## src/rtl/mem_arbiter_if.sv

```systemverilog
// Cache-side and memory-side signal bundle for mem_arbiter.
// The master modport is the arbiter's view; slave is the caches/memory view.
interface mem_arbiter_if #(
    parameter int ARCH_BITS        = 32,
    parameter int MEMORY_LINE_BITS = 128
);
    logic                        iReq;
    logic [ARCH_BITS-1:0]        iAddr;
    logic                        iAck;
    logic [MEMORY_LINE_BITS-1:0] iData;

    logic                        dReq;
    logic                        dWe;
    logic [ARCH_BITS-1:0]        dAddr;
    logic [MEMORY_LINE_BITS-1:0] dWData;
    logic                        dAck;
    logic [MEMORY_LINE_BITS-1:0] dData;

    logic [ARCH_BITS-1:0]        mRAddr;
    logic                        mRE;
    logic [MEMORY_LINE_BITS-1:0] mRData;
    logic                        mRValid;
    logic [ARCH_BITS-1:0]        mWAddr;
    logic                        mWE;
    logic [MEMORY_LINE_BITS-1:0] mWData;
    logic                        mWDone;

    logic                        busy;

    modport master (
        input  iReq, iAddr, dReq, dWe, dAddr, dWData, mRData, mRValid, mWDone,
        output iAck, iData, dAck, dData, mRAddr, mRE, mWAddr, mWE, mWData, busy
    );

    modport slave (
        output iReq, iAddr, dReq, dWe, dAddr, dWData, mRData, mRValid, mWDone,
        input  iAck, iData, dAck, dData, mRAddr, mRE, mWAddr, mWE, mWData, busy
    );
endinterface

```

## src/rtl/mem_arbiter.sv

```systemverilog
// Shares one memory read/write channel between the instruction and data caches,
// one transaction at a time, with a one-cycle idle gap after every completion.
//
// state   | meaning
// IDLE    | arbitrate pending requests, latch the winner
// READ    | mRE held with latched address until mRValid
// WRITE   | mWE held with latched address/data until mWDone
// RELEASE | enables low for one cycle, owner's ack pulses
module mem_arbiter #(
    parameter int ARCH_BITS        = 32,
    parameter int MEMORY_LINE_BITS = 128,
    parameter int STARVE_LIMIT     = 4
) (
    input logic            clk,
    input logic            rst,
    mem_arbiter_if.master  bus
);
    typedef enum logic [1:0] {IDLE, READ, WRITE, RELEASE} stateType;

    localparam logic [3:0] LIMIT = 4'(STARVE_LIMIT);

    stateType                    state, stateNext;
    logic [3:0]                  starve, starveNext;
    logic                        ownerD, ownerDNext;
    logic [ARCH_BITS-1:0]        addrReg, addrNext;
    logic [MEMORY_LINE_BITS-1:0] wDataReg, wDataNext;
    logic [MEMORY_LINE_BITS-1:0] iDataReg, iDataNext;
    logic [MEMORY_LINE_BITS-1:0] dDataReg, dDataNext;
    logic                        iAckReg, iAckNext;
    logic                        dAckReg, dAckNext;
    logic                        mREReg, mRENext;
    logic                        mWEReg, mWENext;
    logic                        busyReg, busyNext;
    logic                        grantD, grantI;

    always_ff @(posedge clk or negedge rst) begin
        if (!rst) begin
            state    <= IDLE;
            starve   <= '0;
            ownerD   <= 1'b0;
            addrReg  <= '0;
            wDataReg <= '0;
            iDataReg <= '0;
            dDataReg <= '0;
            iAckReg  <= 1'b0;
            dAckReg  <= 1'b0;
            mREReg   <= 1'b0;
            mWEReg   <= 1'b0;
            busyReg  <= 1'b0;
        end else begin
            state    <= stateNext;
            starve   <= starveNext;
            ownerD   <= ownerDNext;
            addrReg  <= addrNext;
            wDataReg <= wDataNext;
            iDataReg <= iDataNext;
            dDataReg <= dDataNext;
            iAckReg  <= iAckNext;
            dAckReg  <= dAckNext;
            mREReg   <= mRENext;
            mWEReg   <= mWENext;
            busyReg  <= busyNext;
        end
    end

    always_comb begin
        stateNext  = state;
        starveNext = starve;
        ownerDNext = ownerD;
        addrNext   = addrReg;
        wDataNext  = wDataReg;
        iDataNext  = iDataReg;
        dDataNext  = dDataReg;
        iAckNext   = 1'b0;
        dAckNext   = 1'b0;
        grantD     = 1'b0;
        grantI     = 1'b0;

        unique case (state)
            IDLE: begin
                // Data side wins ties until the instruction side has lost LIMIT times in a row
                if (bus.dReq && bus.iReq) begin
                    if (starve == LIMIT) grantI = 1'b1;
                    else                 grantD = 1'b1;
                end else if (bus.dReq) begin
                    grantD = 1'b1;
                end else if (bus.iReq) begin
                    grantI = 1'b1;
                end

                if (grantD) begin
                    ownerDNext = 1'b1;
                    addrNext   = bus.dAddr;
                    wDataNext  = bus.dWData;
                    stateNext  = bus.dWe ? WRITE : READ;
                    if (bus.iReq && starve != LIMIT) starveNext = starve + 4'd1;
                end else if (grantI) begin
                    ownerDNext = 1'b0;
                    addrNext   = bus.iAddr;
                    wDataNext  = bus.dWData;
                    starveNext = '0;
                    stateNext  = READ;
                end
            end
            READ: begin
                if (bus.mRValid) begin
                    if (ownerD) begin
                        dDataNext = bus.mRData;
                        dAckNext  = 1'b1;
                    end else begin
                        iDataNext = bus.mRData;
                        iAckNext  = 1'b1;
                    end
                    stateNext = RELEASE;
                end
            end
            WRITE: begin
                if (bus.mWDone) begin
                    dAckNext  = 1'b1;
                    stateNext = RELEASE;
                end
            end
            RELEASE: stateNext = IDLE;
            default: stateNext = IDLE;
        endcase

        mRENext  = (stateNext == READ);
        mWENext  = (stateNext == WRITE);
        busyNext = (stateNext != IDLE);
    end

    assign bus.iAck   = iAckReg;
    assign bus.iData  = iDataReg;
    assign bus.dAck   = dAckReg;
    assign bus.dData  = dDataReg;
    assign bus.mRAddr = addrReg;
    assign bus.mRE    = mREReg;
    assign bus.mWAddr = addrReg;
    assign bus.mWE    = mWEReg;
    assign bus.mWData = wDataReg;
    assign bus.busy   = busyReg;
endmodule
```

## src/flat_wrapper.sv

```systemverilog
// flat-port wrapper written by rule: the top's interface ports become plain ports
module mem_arbiter_flat 
#(
    parameter int ARCH_BITS        = 32,
    parameter int MEMORY_LINE_BITS = 128,
    parameter int STARVE_LIMIT     = 4
)
  (clk, rst, bus_iReq, bus_iAddr, bus_dReq, bus_dWe, bus_dAddr, bus_dWData, bus_mRData, bus_mRValid, bus_mWDone, bus_iAck, bus_iData, bus_dAck, bus_dData, bus_mRAddr, bus_mRE, bus_mWAddr, bus_mWE, bus_mWData, bus_busy);
  mem_arbiter_if #(.ARCH_BITS(ARCH_BITS), .MEMORY_LINE_BITS(MEMORY_LINE_BITS)) bus_i ();
  input logic clk;
  input logic rst;
  input wire logic [$bits(bus_i.iReq)-1:0] bus_iReq;
  input wire logic [$bits(bus_i.iAddr)-1:0] bus_iAddr;
  input wire logic [$bits(bus_i.dReq)-1:0] bus_dReq;
  input wire logic [$bits(bus_i.dWe)-1:0] bus_dWe;
  input wire logic [$bits(bus_i.dAddr)-1:0] bus_dAddr;
  input wire logic [$bits(bus_i.dWData)-1:0] bus_dWData;
  input wire logic [$bits(bus_i.mRData)-1:0] bus_mRData;
  input wire logic [$bits(bus_i.mRValid)-1:0] bus_mRValid;
  input wire logic [$bits(bus_i.mWDone)-1:0] bus_mWDone;
  output wire logic [$bits(bus_i.iAck)-1:0] bus_iAck;
  output wire logic [$bits(bus_i.iData)-1:0] bus_iData;
  output wire logic [$bits(bus_i.dAck)-1:0] bus_dAck;
  output wire logic [$bits(bus_i.dData)-1:0] bus_dData;
  output wire logic [$bits(bus_i.mRAddr)-1:0] bus_mRAddr;
  output wire logic [$bits(bus_i.mRE)-1:0] bus_mRE;
  output wire logic [$bits(bus_i.mWAddr)-1:0] bus_mWAddr;
  output wire logic [$bits(bus_i.mWE)-1:0] bus_mWE;
  output wire logic [$bits(bus_i.mWData)-1:0] bus_mWData;
  output wire logic [$bits(bus_i.busy)-1:0] bus_busy;
  assign bus_i.iReq = bus_iReq;
  assign bus_i.iAddr = bus_iAddr;
  assign bus_i.dReq = bus_dReq;
  assign bus_i.dWe = bus_dWe;
  assign bus_i.dAddr = bus_dAddr;
  assign bus_i.dWData = bus_dWData;
  assign bus_i.mRData = bus_mRData;
  assign bus_i.mRValid = bus_mRValid;
  assign bus_i.mWDone = bus_mWDone;
  assign bus_iAck = bus_i.iAck;
  assign bus_iData = bus_i.iData;
  assign bus_dAck = bus_i.dAck;
  assign bus_dData = bus_i.dData;
  assign bus_mRAddr = bus_i.mRAddr;
  assign bus_mRE = bus_i.mRE;
  assign bus_mWAddr = bus_i.mWAddr;
  assign bus_mWE = bus_i.mWE;
  assign bus_mWData = bus_i.mWData;
  assign bus_busy = bus_i.busy;
  mem_arbiter #(.ARCH_BITS(ARCH_BITS), .MEMORY_LINE_BITS(MEMORY_LINE_BITS), .STARVE_LIMIT(STARVE_LIMIT)) u_core (.clk(clk), .rst(rst), .bus(bus_i));
endmodule
```

## config.mk

```make
export PLATFORM = sky130hd
export DESIGN_NAME = mem_arbiter_flat
export DESIGN_NICKNAME = d
export VERILOG_FILES = /design/src/rtl/mem_arbiter_if.sv /design/src/rtl/mem_arbiter.sv /design/src/flat_wrapper.sv
export SDC_FILE = /design/constraint.sdc
export NUM_CORES = 1
export LEC_CHECK = 0
export ABC_AREA = 0
export CORE_AREA = 2 2 302 304
export DETAILED_ROUTE_END_ITERATION = 12
export DIE_AREA = 0 0 304 306
export PLACE_DENSITY = 0.43
export SYNTH_ARGS = -nofsm -noshare
export SYNTH_HDL_FRONTEND = slang
export SYNTH_SLANG_ARGS = --single-unit
```

## constraint.sdc

```tcl
create_clock -name clk -period 2.25 [get_ports clk]
set_clock_uncertainty 0.15 [all_clocks]
set_input_delay 0.5625 -clock clk [delete_from_list [all_inputs] [get_ports clk]]
set_output_delay 0.5625 -clock clk [all_outputs]
set_load 0.01 [all_outputs]
```

==> results.md <==
- Status: finished clean
- Critical path's largest stage delay: 540 ps
- Part of the cycle the worst path needs: 0.9753
- Die width: 304 um
- Fin util: 0.3196
- Peak supply drop: 0.6067 mV
- Number of warnings issued by yosys: 0
- Fillers: 9149
- Commonest register cell after synthesis: sky130_fd_sc_hd__dfrtp_1
- Post-synthesis cell type with the largest combined area: sky130_fd_sc_hd__dfrtp_1
- Critical path capture point type: output port
- I/O Buffers: 779
- Count of flip-flops with a built-in enable after synthesis: 0
- Worst-margin pin slew: 351.5 ps
- TritonCTS clock tree: built
- Clock-pin slew on the worst setup and hold paths: 60 ps
- Reg-to-reg slack, setup: 230 ps
- Normalized max-slew margin: 0.7639
- Largest fanout of any net on the critical path: 2
- Power density of the placed cells: 1408 nW/um2
- Vias in the first global route: 14510
- Launch instance of the worst register-to-register path: u_core.state[1]$_DFF_PN0_
- Number of failing setup endpoints in the final timing report: 0
- Final routed wirelength across all metal layers: 65.05 mm
- Per-instance average area after synthesis: 12.68 um2
- Wire length of the first global-routing pass: 97.02 mm
- Clock buffer depth: 3
- Total GRT Usage: 0.1358
- Cell with the largest stage delay on the worst path: sky130_fd_sc_hd__clkdlybuf4s50_1
- Half-perimeter wire length after placement: 49.88 mm
- Number of design rule violations left after detail routing: 0
- Length in cells of the worst reg-to-reg path: 7
- Count of unique library cells instantiated by Yosys: 32
- Type of element launching the critical path: flip-flop
- Detail-routed net length per standard cell: 19.10 um
- Number of instances in the synthesized netlist: 1367
- Worst Path Class, Setup: reg2out
- Global-route congestion overflow total: 0
- Worst hold margin: 306.3 ps
- Last weighted congestion value of the routability-driven placer: 0.7762
- Area grow syn2layout: 65.22%
- Dominant cells by area after synthesis: sky130_fd_sc_hd__dfrtp_1, sky130_fd_sc_hd__mux2_4, sky130_fd_sc_hd__nand2_1, sky130_fd_sc_hd__mux2_2, sky130_fd_sc_hd__buf_4
- Part of the Yosys area used for sequential elements: 0.6181
- Number of antenna violations at the first check in global routing: 7
- Number of I/O pins: 780
- Total CTS buffers: 52
- Post-synth net total: 1701
- Async set-reset flop share out of synthesis: 1.000
- Cells along the critical path: clkdlybuf4s50_1
- Maxcap violations: 0
- Most used standard cell by instance count after synthesis: sky130_fd_sc_hd__nand2_1
- #FFs+latches synth: 428
- Final worst path period need: 2194 ps
- Netlist area before placement: 17330 um2
- Top cell family by delay on the critical path: buffers and inverters
- Total power draw: 40.31 mW
- Via-per-instance ratio: 3.940
- Tightest Hold Check Type: in2async
- Chip Height: 306 um
- Leakage dissipation: 14.58 nW
- Die area: 93020 um2
- FMAX: 455.7 MHz
- DRC violation total after the first TritonRoute iteration: 536
- Depth of the CTS H-tree: 2
- Share of layout cells above drive strength 1: 0.2070
- DR pass1 iterations: 6
- Num Clock Sinks: 428
- Number of nets in the final layout: 2519
- FP Rows: 110
- Std-Cell Core Area: 89600 um2
- Bufs and invs on worst path: 1
- Final number of hold-violating endpoints: 0
- Max-slew violations: 0
- Post-route ant nets: 0
- Total number of vias: 13420
- RSZ-0062 raised after global routing: no
- Area share of the largest cell type after synthesis: 0.6181
- Capture point of the worst reg-to-reg path: u_core.bus.iData[32]$_DFFE_PN0P_
- Required time reported for the critical path endpoint: 1540 ps
- Arrival time worst endpoint: 1480 ps
- Source-to-sink clock delay at the later pin of the worst-skew pair: 580 ps
- Maximum number of pins on one net before global-route repair: 57
- Top cells by instance count after synthesis: sky130_fd_sc_hd__nand2_1, sky130_fd_sc_hd__dfrtp_1, sky130_fd_sc_hd__mux2_2, sky130_fd_sc_hd__mux2_4, sky130_fd_sc_hd__buf_2
- Root Buffer: sky130_fd_sc_hd__clkbuf_16
- Initial Utilization: 0.1934
power breakdown:
group | total (mW) | internal (mW) | switching, mW
Sequential | 13.8 | 11.5 | 2.23
Combinational | 17.6 | 9.31 | 8.25
Clock | 8.99 | 5.52 | 3.47
repair_timing:
action / 4_1_cts / 5_1_grt
hold buffers: 1 / 0
resized for setup: 355 / 69
hold endpoints to repair: 31 / 0
buffers inserted: 6 / 0
setup endpoints to repair: 354 / 69
placed cells by master (no fill, tap or decap), types with 5 or more instances in the layout:
master,n
sky130_fd_sc_hd__buf_12,32
sky130_fd_sc_hd__clkdlybuf4s50_1,355
sky130_fd_sc_hd__mux2_2,136
sky130_fd_sc_hd__mux2_4,120
sky130_fd_sc_hd__o21ai_0,5
sky130_fd_sc_hd__clkbuf_16,52
sky130_fd_sc_hd__dlygate4sd2_1,353
sky130_fd_sc_hd__o211ai_2,10
sky130_fd_sc_hd__nand2_1,460
sky130_fd_sc_hd__bufinv_16,7
sky130_fd_sc_hd__clkbuf_1,6
sky130_fd_sc_hd__ha_1,7
sky130_fd_sc_hd__clkinv_2,10
sky130_fd_sc_hd__dfrtp_1,426
sky130_fd_sc_hd__buf_4,64
sky130_fd_sc_hd__dlymetal6s2s_1,69
sky130_fd_sc_hd__o211ai_1,22
sky130_fd_sc_hd__inv_1,7
sky130_fd_sc_hd__nand4_1,33
sky130_fd_sc_hd__clkbuf_8,14
kinds of logic (layout without fill, tap and decap cells):
kind of cell,after synthesis,count (layout),synth area share
AO/OA/AOI/OAI,49,49,0.02354
flip-flops,428,428,0.6181
adder cells (fa/ha/maj),7,7,0.005054
multiplexers,257,257,0.1929
AND/OR/NAND/NOR,507,507,0.1172
other,0,3,0
buffers and inverters,119,979,0.04325
state kept, by name, summed over array words and instances, names as in the netlist:
signal	flops
u_core.bus.dAck	1
u_core.bus.iAck	1
u_core.bus.mRAddr	32
u_core.bus.dData	128
u_core.bus.mWE	1
u_core.ownerD	1
u_core.starve	4
u_core.bus.iData	128
u_core.state	2
u_core.bus.mRE	1
u_core.bus.mWData	128
u_core.bus.busy	1
cell type report:
class,instances,area [um2],share of cell area
sequential,428,10710,0.3742
timing repair buffer,876,8660,0.3025
multi-input combinational,820,5899,0.2060
clock buffer,72,1516,0.05296
tap,1176,1471,0.05139
clock inverter,24,337.8,0.01180
inverter,7,26.28,0.0009177
antenna,3,7.507,0.0002622
metal layers:
layer  vias to the layer above  global-route usage  share of wire
met3                        85             0.04362          0.077
met2                       536              0.2351           0.49
li1                       6173                   -              -
met4                         8             0.03332          0.021
met1                      6618              0.1626           0.41
met5                         -                   0        0.00085
worst max path at each step:
stage                                       startpoint                                end  slack [ps]  cells past startpoint
floorplan                    u_core.state[1]$_DFF_PN0_  u_core.bus.iData[100]$_DFFE_PN0P_         370                      7
global placement                           bus_mRValid   u_core.bus.iData[64]$_DFFE_PN0P_        -340                      6
detailed placement                         bus_mRValid   u_core.bus.iData[63]$_DFFE_PN0P_        -320                      6
CTS                   u_core.bus.dData[15]$_DFFE_PN0P_                      bus_dData[15]        0.06                      1
global route        u_core.bus.mWData[104]$_DFFE_PN0P_                    bus_mWData[104]         0.1                      1
finish               u_core.bus.mWData[89]$_DFFE_PN0P_                     bus_mWData[89]          60                      1
per-stage QoR:
step                      setup slack (ps)  std cells  setup TNS, ps  area [um2]
after global placement              -340.7       3300         -55650       26980
final                                55.53       3406              0       28630
after CTS                          0.06162       3403              0       28450
after global routing                0.1494       3404              0       28630
after detailed placement            -318.9       3300         -53480       26980
after floorplan                      374.3       1367              0       17330
Note: power is estimated with default switching activity, not from simulation.
